[src/rtl/core_pkg.sv]
// Core-wide shared types: RV32 major opcodes plus the branch target buffer
// entry layout, sweep FSM states and counter constants.
// BTB_HYST_EN selects a 2-bit hysteresis counter; otherwise 1 bit.
package core_pkg;

    // RV32I major opcodes (instr[6:0])
    typedef enum logic [6:0] {
        OPCODE_LOAD   = 7'h03,
        OPCODE_OP_IMM = 7'h13,
        OPCODE_AUIPC  = 7'h17,
        OPCODE_STORE  = 7'h23,
        OPCODE_OP     = 7'h33,
        OPCODE_LUI    = 7'h37,
        OPCODE_BRANCH = 7'h63,
        OPCODE_JUMP_R = 7'h67,
        OPCODE_JUMP   = 7'h6f,
        OPCODE_SYSTEM = 7'h73
    } rv32_opcodes_e;

    // Default table depth and its index width
    localparam int BTB_ENTRIES   = 32;
    localparam int BTB_IDX_W     = $clog2(BTB_ENTRIES);
    // Smallest legal table (4 entries) has the widest tag; the stored tag
    // field is sized for it so any legal depth fits, upper bits zero.
    localparam int BTB_MIN_IDX_W = 2;
    localparam int BTB_TAG_W     = 30 - BTB_MIN_IDX_W;

    localparam logic [1:0] CTR_WEAK_T   = 2'b10;
    localparam logic [1:0] CTR_STRONG_T = 2'b11;

`ifdef BTB_HYST_EN
    localparam int BTB_CTR_W = 2;
    localparam logic [BTB_CTR_W-1:0] BTB_CTR_ALLOC = CTR_WEAK_T;
    localparam logic [BTB_CTR_W-1:0] BTB_CTR_JUMP  = CTR_STRONG_T;
`else
    localparam int BTB_CTR_W = 1;
    localparam logic [BTB_CTR_W-1:0] BTB_CTR_ALLOC = 1'b1;
    localparam logic [BTB_CTR_W-1:0] BTB_CTR_JUMP  = 1'b1;
`endif

    typedef struct packed {
        logic                 valid;
        logic [BTB_TAG_W-1:0] tag;
        logic [30:0]          target;
        logic [BTB_CTR_W-1:0] ctr;
    } btb_entry_t;

    typedef enum logic {
        BTB_IDLE  = 1'b0,
        BTB_SWEEP = 1'b1
    } btb_state_e;

endpackage

[src/rtl/btb_sat_counter.sv]
// Next-state of the BTB direction counter from {ctr, taken}.
// BTB_HYST_EN: 2-bit saturating up/down counter; otherwise the 1-bit
// counter simply records the last outcome.
module btb_sat_counter
    import core_pkg::*;
(
    input  logic [BTB_CTR_W-1:0] i_ctr,
    input  logic                 i_taken,
    output logic [BTB_CTR_W-1:0] o_ctr
);

`ifdef BTB_HYST_EN
    // Saturating increment on taken, decrement on not-taken
    always_comb begin
        o_ctr = i_ctr;
        if (i_taken) begin
            if (i_ctr != CTR_STRONG_T) o_ctr = i_ctr + 1'b1;
        end else begin
            if (i_ctr != 2'b00) o_ctr = i_ctr - 1'b1;
        end
    end
`else
    logic w_unused_ctr;
    assign w_unused_ctr = ^i_ctr;
    assign o_ctr        = i_taken;
`endif

endmodule

[src/rtl/branch_target_buffer.sv]
// Direct-mapped branch target buffer. Lookups return a registered
// prediction one cycle after the request; execute updates the table with
// resolved outcomes; flush_i starts a one-entry-per-cycle invalidate sweep.
// BTB_HYST_EN selects the 2-bit direction counter (see btb_sat_counter).
module branch_target_buffer
    import core_pkg::*;
#(
    parameter  int ENTRIES = BTB_ENTRIES,
    localparam int IDX_W   = $clog2(ENTRIES),
    localparam int TAG_W   = 30 - IDX_W
) (
    input  logic          clk_i,
    input  logic          rst_ni,
    input  logic          fetch_req_i,
    input  logic [31:0]   fetch_pc_i,
    output logic          pred_valid_o,
    output logic          pred_taken_o,
    output logic [31:0]   pred_target_o,
    input  logic          upd_valid_i,
    input  logic [31:0]   upd_pc_i,
    input  logic [31:0]   upd_target_i,
    input  logic          upd_taken_i,
    input  rv32_opcodes_e upd_opcode_i,
    input  logic          flush_i,
    output logic          busy_o
);

    localparam logic [IDX_W-1:0] LAST_IDX = IDX_W'(ENTRIES - 1);

    // Tag/target/ctr storage; valid bits live in r_valid so reset and the
    // sweep can clear them without touching the data array.
    btb_entry_t       r_table [ENTRIES];
    logic [ENTRIES-1:0] r_valid;

    btb_state_e       r_state;
    logic [IDX_W-1:0] r_ptr;
    logic             r_busy;

    logic             r_pred_valid;
    logic             r_pred_taken;
    logic [31:0]      r_pred_target;

    logic [IDX_W-1:0]     w_fetch_idx, w_upd_idx;
    logic [TAG_W-1:0]     w_fetch_tag_raw, w_upd_tag_raw;
    logic [BTB_TAG_W-1:0] w_fetch_tag, w_upd_tag;
    btb_entry_t           w_fetch_entry, w_upd_entry, w_wr_entry;
    logic                 w_fetch_hit, w_upd_hit, w_upd_en, w_wr_en;
    logic [BTB_CTR_W-1:0] w_ctr_next;
    logic                 w_unused;

    assign w_fetch_idx     = fetch_pc_i[IDX_W+1:2];
    assign w_fetch_tag_raw = fetch_pc_i[31:IDX_W+2];
    assign w_fetch_tag     = BTB_TAG_W'(w_fetch_tag_raw);
    assign w_upd_idx       = upd_pc_i[IDX_W+1:2];
    assign w_upd_tag_raw   = upd_pc_i[31:IDX_W+2];
    assign w_upd_tag       = BTB_TAG_W'(w_upd_tag_raw);
    assign w_unused        = ^{fetch_pc_i[1:0], upd_pc_i[1:0], upd_target_i[0]};

    // Read both ports, substituting the live valid bit
    always_comb begin
        w_fetch_entry       = r_table[w_fetch_idx];
        w_fetch_entry.valid = r_valid[w_fetch_idx];
        w_upd_entry         = r_table[w_upd_idx];
        w_upd_entry.valid   = r_valid[w_upd_idx];
    end

    // Lookups are suppressed while sweeping and in the cycle that starts one
    assign w_fetch_hit = fetch_req_i && (r_state == BTB_IDLE) && !flush_i &&
                         w_fetch_entry.valid && (w_fetch_entry.tag == w_fetch_tag);
    assign w_upd_hit   = w_upd_entry.valid && (w_upd_entry.tag == w_upd_tag);
    assign w_upd_en    = upd_valid_i && (r_state == BTB_IDLE);

    btb_sat_counter u_ctr (
        .i_ctr   (w_upd_entry.ctr),
        .i_taken (upd_taken_i),
        .o_ctr   (w_ctr_next)
    );

    // Decide whether and what the resolved instruction writes
    always_comb begin
        w_wr_en    = 1'b0;
        w_wr_entry = w_upd_entry;
        if (w_upd_en) begin
            if (upd_opcode_i == OPCODE_JUMP || upd_opcode_i == OPCODE_JUMP_R) begin
                w_wr_en    = 1'b1;
                w_wr_entry = '{valid: 1'b1, tag: w_upd_tag,
                               target: upd_target_i[31:1], ctr: BTB_CTR_JUMP};
            end else if (upd_opcode_i == OPCODE_BRANCH) begin
                if (w_upd_hit) begin
                    w_wr_en        = 1'b1;
                    w_wr_entry.ctr = w_ctr_next;
                    if (upd_taken_i) w_wr_entry.target = upd_target_i[31:1];
                end else if (upd_taken_i) begin
                    w_wr_en    = 1'b1;
                    w_wr_entry = '{valid: 1'b1, tag: w_upd_tag,
                                   target: upd_target_i[31:1], ctr: BTB_CTR_ALLOC};
                end
            end
        end
    end

    // Data array write port (no reset: valid bits guard stale contents)
    always_ff @(posedge clk_i) begin
        if (w_wr_en) r_table[w_upd_idx] <= w_wr_entry;
    end

    // Registered prediction; taken/target only change on a hit
    always_ff @(posedge clk_i or negedge rst_ni) begin
        if (!rst_ni) begin
            r_pred_valid  <= 1'b0;
            r_pred_taken  <= 1'b0;
            r_pred_target <= '0;
        end else begin
            r_pred_valid <= w_fetch_hit;
            if (w_fetch_hit) begin
                r_pred_taken  <= w_fetch_entry.ctr[BTB_CTR_W-1];
                r_pred_target <= {w_fetch_entry.target, 1'b0};
            end
        end
    end

    // Sweep FSM, also owner of the valid bits
    always_ff @(posedge clk_i or negedge rst_ni) begin
        if (!rst_ni) begin
            r_state <= BTB_IDLE;
            r_ptr   <= '0;
            r_busy  <= 1'b0;
            r_valid <= '0;
        end else begin
            case (r_state)
                BTB_IDLE: begin
                    if (w_wr_en) r_valid[w_upd_idx] <= 1'b1;
                    if (flush_i) begin
                        r_state <= BTB_SWEEP;
                        r_ptr   <= '0;
                        r_busy  <= 1'b1;
                    end
                end
                BTB_SWEEP: begin
                    r_valid[r_ptr] <= 1'b0;
                    r_ptr          <= r_ptr + 1'b1;
                    if (r_ptr == LAST_IDX) begin
                        r_state <= BTB_IDLE;
                        r_busy  <= 1'b0;
                    end
                end
                default: begin
                    r_state <= BTB_IDLE;
                    r_busy  <= 1'b0;
                end
            endcase
        end
    end

    assign pred_valid_o  = r_pred_valid;
    assign pred_taken_o  = r_pred_taken;
    assign pred_target_o = r_pred_target;
    assign busy_o        = r_busy;

endmodule

[config.mk]
export PLATFORM = sky130hd
export DESIGN_NAME = branch_target_buffer
export DESIGN_NICKNAME = d
export VERILOG_FILES = /design/src/rtl/core_pkg.sv /design/src/rtl/btb_sat_counter.sv /design/src/rtl/branch_target_buffer.sv
export SDC_FILE = /design/constraint.sdc
export NUM_CORES = 2
export LEC_CHECK = 0
export BUFFER_PORTS_ARGS = -buffer_cell sky130_fd_sc_hd__buf_2
export CAP_MARGIN = 10
export CORE_ASPECT_RATIO = 1.5
export CORE_MARGIN = 2
export CORE_UTILIZATION = 32
export CTS_CLUSTER_DIAMETER = 150
export DETAILED_ROUTE_END_ITERATION = 12
export PLACE_DENSITY = 0.5
export SLEW_MARGIN = 10
export SYNTH_ARGS = -nofsm -noshare
export SYNTH_HDL_FRONTEND = slang
export SYNTH_SLANG_ARGS = --single-unit
[constraint.sdc]
create_clock -name clk_i -period 12.4 [get_ports clk_i]
set_clock_uncertainty 0.1 [all_clocks]
set_input_delay 1.86 -clock clk_i [delete_from_list [all_inputs] [get_ports clk_i]]
set_output_delay 1.86 -clock clk_i [all_outputs]
set_load 0.01 [all_outputs]
# --- After elaboration in Yosys (flattened, before gate mapping) ---
# Memories as Yosys holds them, arrays and structs flattened.
# Cells that the tools add are included.
op_classes:
  n_mux: 32
  addsub: 1
  n_eq_ne: 9
  n_lt_le_gt_ge: 5
  reduce_logical: 11
  bitwise_logic: 4
op_table:
  columns: ["cell", "n"]
  rows:
  - ["2-to-1 mux 61 bit", 4]
  - ["2-to-1 mux 32 bit", 2]
  - ["case mux 32 bit (2 select lines)", 1]
  - ["== test 28 x 25 -> 1 bit", 2]
  - ["AND 32 bit", 1]
  - ["inverter 32 bit", 1]
  - ["bitwise OR 32 bit", 1]
  - ["2-to-1 mux 31 bit", 1]
  - ["2-to-1 mux 29 bit", 1]
  - ["== test 7 bit (second input constant)", 3]
  - ["< comparator 5 x 6 -> 1 bit (second input constant)", 3]
  - ["2-to-1 mux 1 bit", 15]
  - ["binary-select mux 1 bit (select 5 bit)", 2]
  - ["demux 1 bit (select 5 bit)", 2]
  - ["greater-or-equal comparator 5 x 1 -> 1 bit (second input constant)", 2]
  - ["case mux 5 bit (2 select lines)", 1]
  - ["logical AND 1 bit", 8]
  - ["adder 5 x 1 -> 5 bit (second input constant)", 1]
  - ["== test 5 bit (second input constant)", 1]
  - ["2-to-1 mux 5 bit", 1]
  - ["inequality test 2 bit (second input constant)", 2]
  - ["case mux 1 bit (2 select lines)", 2]
  - ["inequality test 2 x 1 -> 1 bit (second input constant)", 1]
  - ["AND reduction 2 bit", 1]
  - ["other kinds (3)", 3]
totals:
  memories: 1
  register_bits: 72
  output_inout_bits: 35
  ram_bits: 1952
  elab_cells: 70
  in_bits: 109
memory_table:
  columns: ["memory", "depth", "width", "read_ports", "rd_ports_with_merged_regs", "wr", "line", "source"]
  rows:
  - ["r_table", 32, 61, 2, 0, 1, "branch_target_buffer.sv:32", "btb_entry_t r_table [ENTRIES];"]

# --- Longest topological paths before layout ---
depth:
  depth_word: 9
  ltp_mapped: 16
  depth_no_buf: 9

# --- Hierarchy ---
# From an unflattened synthesis, not the netlist that was laid out.
unflattened:
  cells_unflattened: 4964
  area_unflattened_um2: 92413.6
modules_own_cells:
  columns: ["module", "cells_per_inst", "area_per_inst_um2", "seq_area_each_um2", "instances"]
  rows:
  - ["branch_target_buffer", 4963, 92406.1, 59457.0, 1]
  - ["btb_sat_counter", 1, 7.5, 0.0, 1]

# --- Worst setup path after synthesis ---
# No wires, ideal clock.
synth_path:
  path_type: "input-to-reg"
  start: "input upd_pc_i[3]"
  end: "memory r_table[18][0] in the netlist's numbering (enable)"
  cell_stages: 13
  required_ps: 11652
  arrival_ps: 10594
  setup_ps: 648
  path_slack_ps: 1058
  n_path_buf: 4
  path_cell_list: "buf_6 -> buf_6 -> buf_4 -> buf_2 -> mux2i_1 -> o22ai_1 -> nor4_1 -> nand2_1 -> xor2_1 -> or4_1 -> nor4_1 -> a31oi_1 -> nor4b_1"
synth_via:
  elab_chain_len: 9
  elab_cells_between_ends: 11
  cone_classes: "eq/ne: 1; mux: 8; reduce/logical: 1; memory: 1"
synth_rtl:
  columns: ["item", "line", "source"]
  rows:
  - ["start: declaration", "branch_target_buffer.sv:20", "input logic [31:0] upd_pc_i,"]
  - ["memory (32 x 61 bit) / binary-select mux 1 bit (select 5 bit) (equally long branches)", null, null]
  - ["== test 28 x 25 -> 1 bit / 2-to-1 mux 1 bit (equally long branches)", "branch_target_buffer.sv:70, branch_target_buffer.sv:64", null]
  - ["logical AND 1 bit", "branch_target_buffer.sv:70", "assign w_upd_hit = w_upd_entry.valid && (w_upd_entry.tag == w_upd_tag);"]
  - ["2-to-1 mux 1 bit", "branch_target_buffer.sv:89", "if (w_upd_hit) begin"]
  - ["2-to-1 mux 1 bit", "branch_target_buffer.sv:88", "end else if (upd_opcode_i == OPCODE_BRANCH) begin"]
  - ["2-to-1 mux 1 bit", "branch_target_buffer.sv:84", "if (upd_opcode_i == OPCODE_JUMP || upd_opcode_i == OPCODE_JUMP_R) begin"]
  - ["2-to-1 mux 1 bit", "branch_target_buffer.sv:83", "if (w_upd_en) begin"]
  - ["2-to-1 mux 1 bit", "branch_target_buffer.sv:104", "if (w_wr_en) r_table[w_upd_idx] <= w_wr_entry;"]
  - ["2-to-1 mux 1 bit (implied by the code)", "branch_target_buffer.sv:104", null]
  - ["end: declaration", "branch_target_buffer.sv:32", null]
# Several ways; a longest one is shown, not always the timed one. The select of a mux whose other input is x is not followed.

==> summary.txt <==
Yosys
  • FF+latch count, synth: 1992
  • Sequential cell area fraction in the yosys report: 64.5%
  • Yosys warns: 0
  • Top FF cell, synth: edfxtp_1
  • Cell with the most instances after synthesis: edfxtp_1
  • Top cells by count, synth: edfxtp_1 (1920), mux4_2 (801), mux2i_1 (512)
  • Synth top area share: a little over three fifths
  • Cells after synthesis: 4746
  • Syn Area/Cell: around 19 µm²
  • Synth area leaders: edfxtp_1 (63%), mux4_2 (20%), mux2i_1 (5.6%)
  • Mapped Area: 92100 µm²
  • Syn Nets: ~4.9k
  • Post-synth EDFFs: between 1.5k and 2k
  • Yosys top cell by area: edfxtp_1
  • Post-synthesis async set-or-reset flop share: under 10%
  • Post-synth cell types: 68

Power and ir drop
  • Leak pwr: 33.5 nW
  • Net Sw Power: about 0.0036 W
  • Internal cell power: between 0.01 and 0.015 W
  • Pwr/cell area: 145 nW/µm²
  • Peak VDD IR: 102 µV
  • Share of power burned in registers: approximately half
  • Combinational power share: approximately a tenth
  • Sw Ratio: 24.1%
  • Clock Power Share: 39.3%

Outcome
  • Outcome: completed

Hold path
  • Worst hold path endpoint: pred_target_o[10]
  • Hold Path Class: reg -> reg
  • Hold path depth: 1
  • Worst Min Path Start: pred_target_o[10]

Clock tree
  • H-tree levels: 4
  • Post-cts gate resize count: 0
  • Setup bufs post-CTS: 0
  • Root Buffer: clkbuf_16
  • Clock sinks: approximately 2.0k
  • # hold bufs at CTS: 0
  • Maximum root-to-sink buffer count: 4
  • Clock Latency Late Sink: approximately 890 ps
  • Clk slew on worst S/H paths: about 60 ps
  • CTS tree: done
  • Total CTS buffers: 194

GRT
  • First-pass GRT wire length: approximately 460000 µm
  • GR Overflow Total: 0
  • Initial antenna violation count: 21
  • Total global-route track usage: 22.4%
  • Largest net degree at the start of global routing: between 100 and 150
  • Vias in the first global route: 55.3k

Place
  • Gp weighted congestion: about 0.83
  • PortBufs: about 140
  • Dpl ws: 3520 ps
  • DP HPWL: 184000 µm

Die
  • Die H: between 600 and 700 µm
  • Width of the chip: about 440 µm
  • Initial Utilization: about a third
  • Site row count: ~240
  • Die Area: 292000 µm²
  • Num ports: roughly 140
  • Core area: roughly 290000 µm²

Critical path
  • Worst Path Max Fanout: ~100
  • Reg2reg start: r_table[19][46]
  • Cell chain of the critical path: buf_8 -> buf_12 -> buf_4 -> mux2i_1 -> o22ai_1 -> nor4_1 -> nand2_1 -> nor4_2 -> nand4_1 -> nor4_2 -> a31oi_4 -> buf_4 -> mux2i_2 -> buf_4
  • R2r setup slk: between 6000 and 7000 ps
  • Reg2Reg Depth: 11
  • Max stage delay on crit path: slightly below 800 ps
  • Crit start category: input port
  • Slowest cell on crit path: buf_4
  • R2r endpoint: r_table[15][39]
  • CP required: around 13000 ps
  • Most frequent CP cell: buf_4
  • WP data arrival: 8670 ps
  • Type of the worst setup path: in -> reg
  • Worst Setup End Kind: flip-flop

Layout
  • Layout cell share with drive strength beyond 1: about a third
  • Fill count: 26.4k
  • Area grow syn2layout: 13.2%
  • Nets: about 5k

Timing
  • Max-slew violations: 0
  • Post-route minimum period: about 8000 ps
  • Final worst slack: between 4000 and 5000 ps
  • Measured slew at the worst slew-check pin: between 1000 and 1500 ps
  • RSZ-0062 raised after global routing: false
  • Headroom to the max-slew limit: between 10% and 20%
  • # setup viols final: 0
  • TNS Setup: 0 ps
  • Final Cycle Share: ~65%
  • Final hold violations: 0
  • Top achievable clock speed: ~0.12 GHz

Drt
  • Post-route antenna net violation count: 0
  • DRT iter0 DRCs: ~6k
  • Via Count: around 53k
  • Routed WL: between 300000 and 400000 µm
  • DR pass1 iterations: 5
  • DRC errors left: 0
  • Via density: 6.00
  • Per-cell routed wire length: approximately 38 µm

Flow run
  • Max Cap Viol: 0
[worst max-delay path by stage]
| stage | start | endpoint | depth (start not counted) |
|---|---|---|---|
| floorplan | upd_pc_i[3] | r_table[18][0] | 13 |
| global placement | upd_pc_i[3] | r_table[15][39] | 14 |
| detailed placement | upd_pc_i[3] | r_table[15][39] | 14 |
| CTS | upd_pc_i[3] | r_table[15][39] | 14 |
| global route | upd_pc_i[3] | r_table[14][54] | 14 |
| finish | upd_pc_i[3] | r_table[15][54] | 14 |
[area by class of cell]
class,instances,area (µm²),share of cell area (%)
tap,3766,4710,4.52
clock buffer,251,5230,5.02
antenna,7,17.5,0.0168
clock inverter,94,851,0.816
multi-input combinational,2364,31600,30.3
inverter,22,82.6,0.0792
sequential,1992,59500,57.0
timing repair buffer,325,2310,2.21
[cell families after synthesis]
logic type | share of synthesized area [%]
fa+ha+maj | 0.0679
buf+inv | 2.09
simple gates | 2.27
xor+xnor | 0.504
mux | 26.2
compound gates | 4.34
other cells | 0.00407
flops | 64.5
[power by group through the flow]
stage / logic (W) / registers [W] / clock network [W]
finish: 0.00146 / 0.00769 / 0.00592
global route: 0.00155 / 0.00769 / 0.00625
CTS: 0.00146 / 0.00769 / 0.00602
detailed placement: 0.00145 / 0.00784 / 0
global placement: 0.00143 / 0.00783 / 0
floorplan: 0.000940 / 0.00780 / 0
[stage by stage]
step           instance area (µm²)  hold WS (ps)  utilization, %  std cells  power (W)
6_report                    104000           379            36.4       8821     0.0151
5_1_grt                     104000           408            36.4       8818     0.0155
4_1_cts                     104000           384            36.3       8814     0.0152
3_5_place_dp                 97900           369            34.1       8469    0.00929
3_3_place_gp                 97900           363            34.1       8469    0.00927
2_1_floorplan                92100           366               -       4746    0.00874
[per-layer routing]
metal,GRT usage [%],share of wire [%],routed length [µm]
met4,8.73,4.2,14200
met2,40.1,52,173000
met1,27.6,38,128000
met5,0,0.0051,17
met3,2.58,5.4,18100
[registers in the layout (all words and copies together), names as in the netlist]
register and flops:
pred_target_o 31, pred_valid_o 1, r_ptr 5, busy_o 1, r_state 1, pred_taken_o 1
r_table 1920, r_valid 32
[critical path: cells and delay by family]
| family | cells | cell delay [ps] |
|---|---|---|
| simple gates | 5 | 2050 |
| compound gates | 2 | 620 |
| buf+inv | 5 | 2770 |
| mux | 2 | 1060 |
[layout by cell type, fill, tap and decap left out, types with 32 or more instances in the layout]
cell type	n
buf_4	178
nand2_1	50
clkinv_2	32
buf_2	129
nor4_1	34
or4_1	32
a221oi_1	63
a31oi_4	33
a22o_1	62
nor2_1	57
mux2i_1	500
mux4_2	801
xnor2_1	34
clkbuf_1	45
clkbuf_16	198
o22ai_1	224
edfxtp_1	1920
a22oi_1	42
dfrtp_1	72
mux2_2	56
o21ai_0	38
clkinv_1	36
Note: power is estimated with default switching activity, not from simulation.
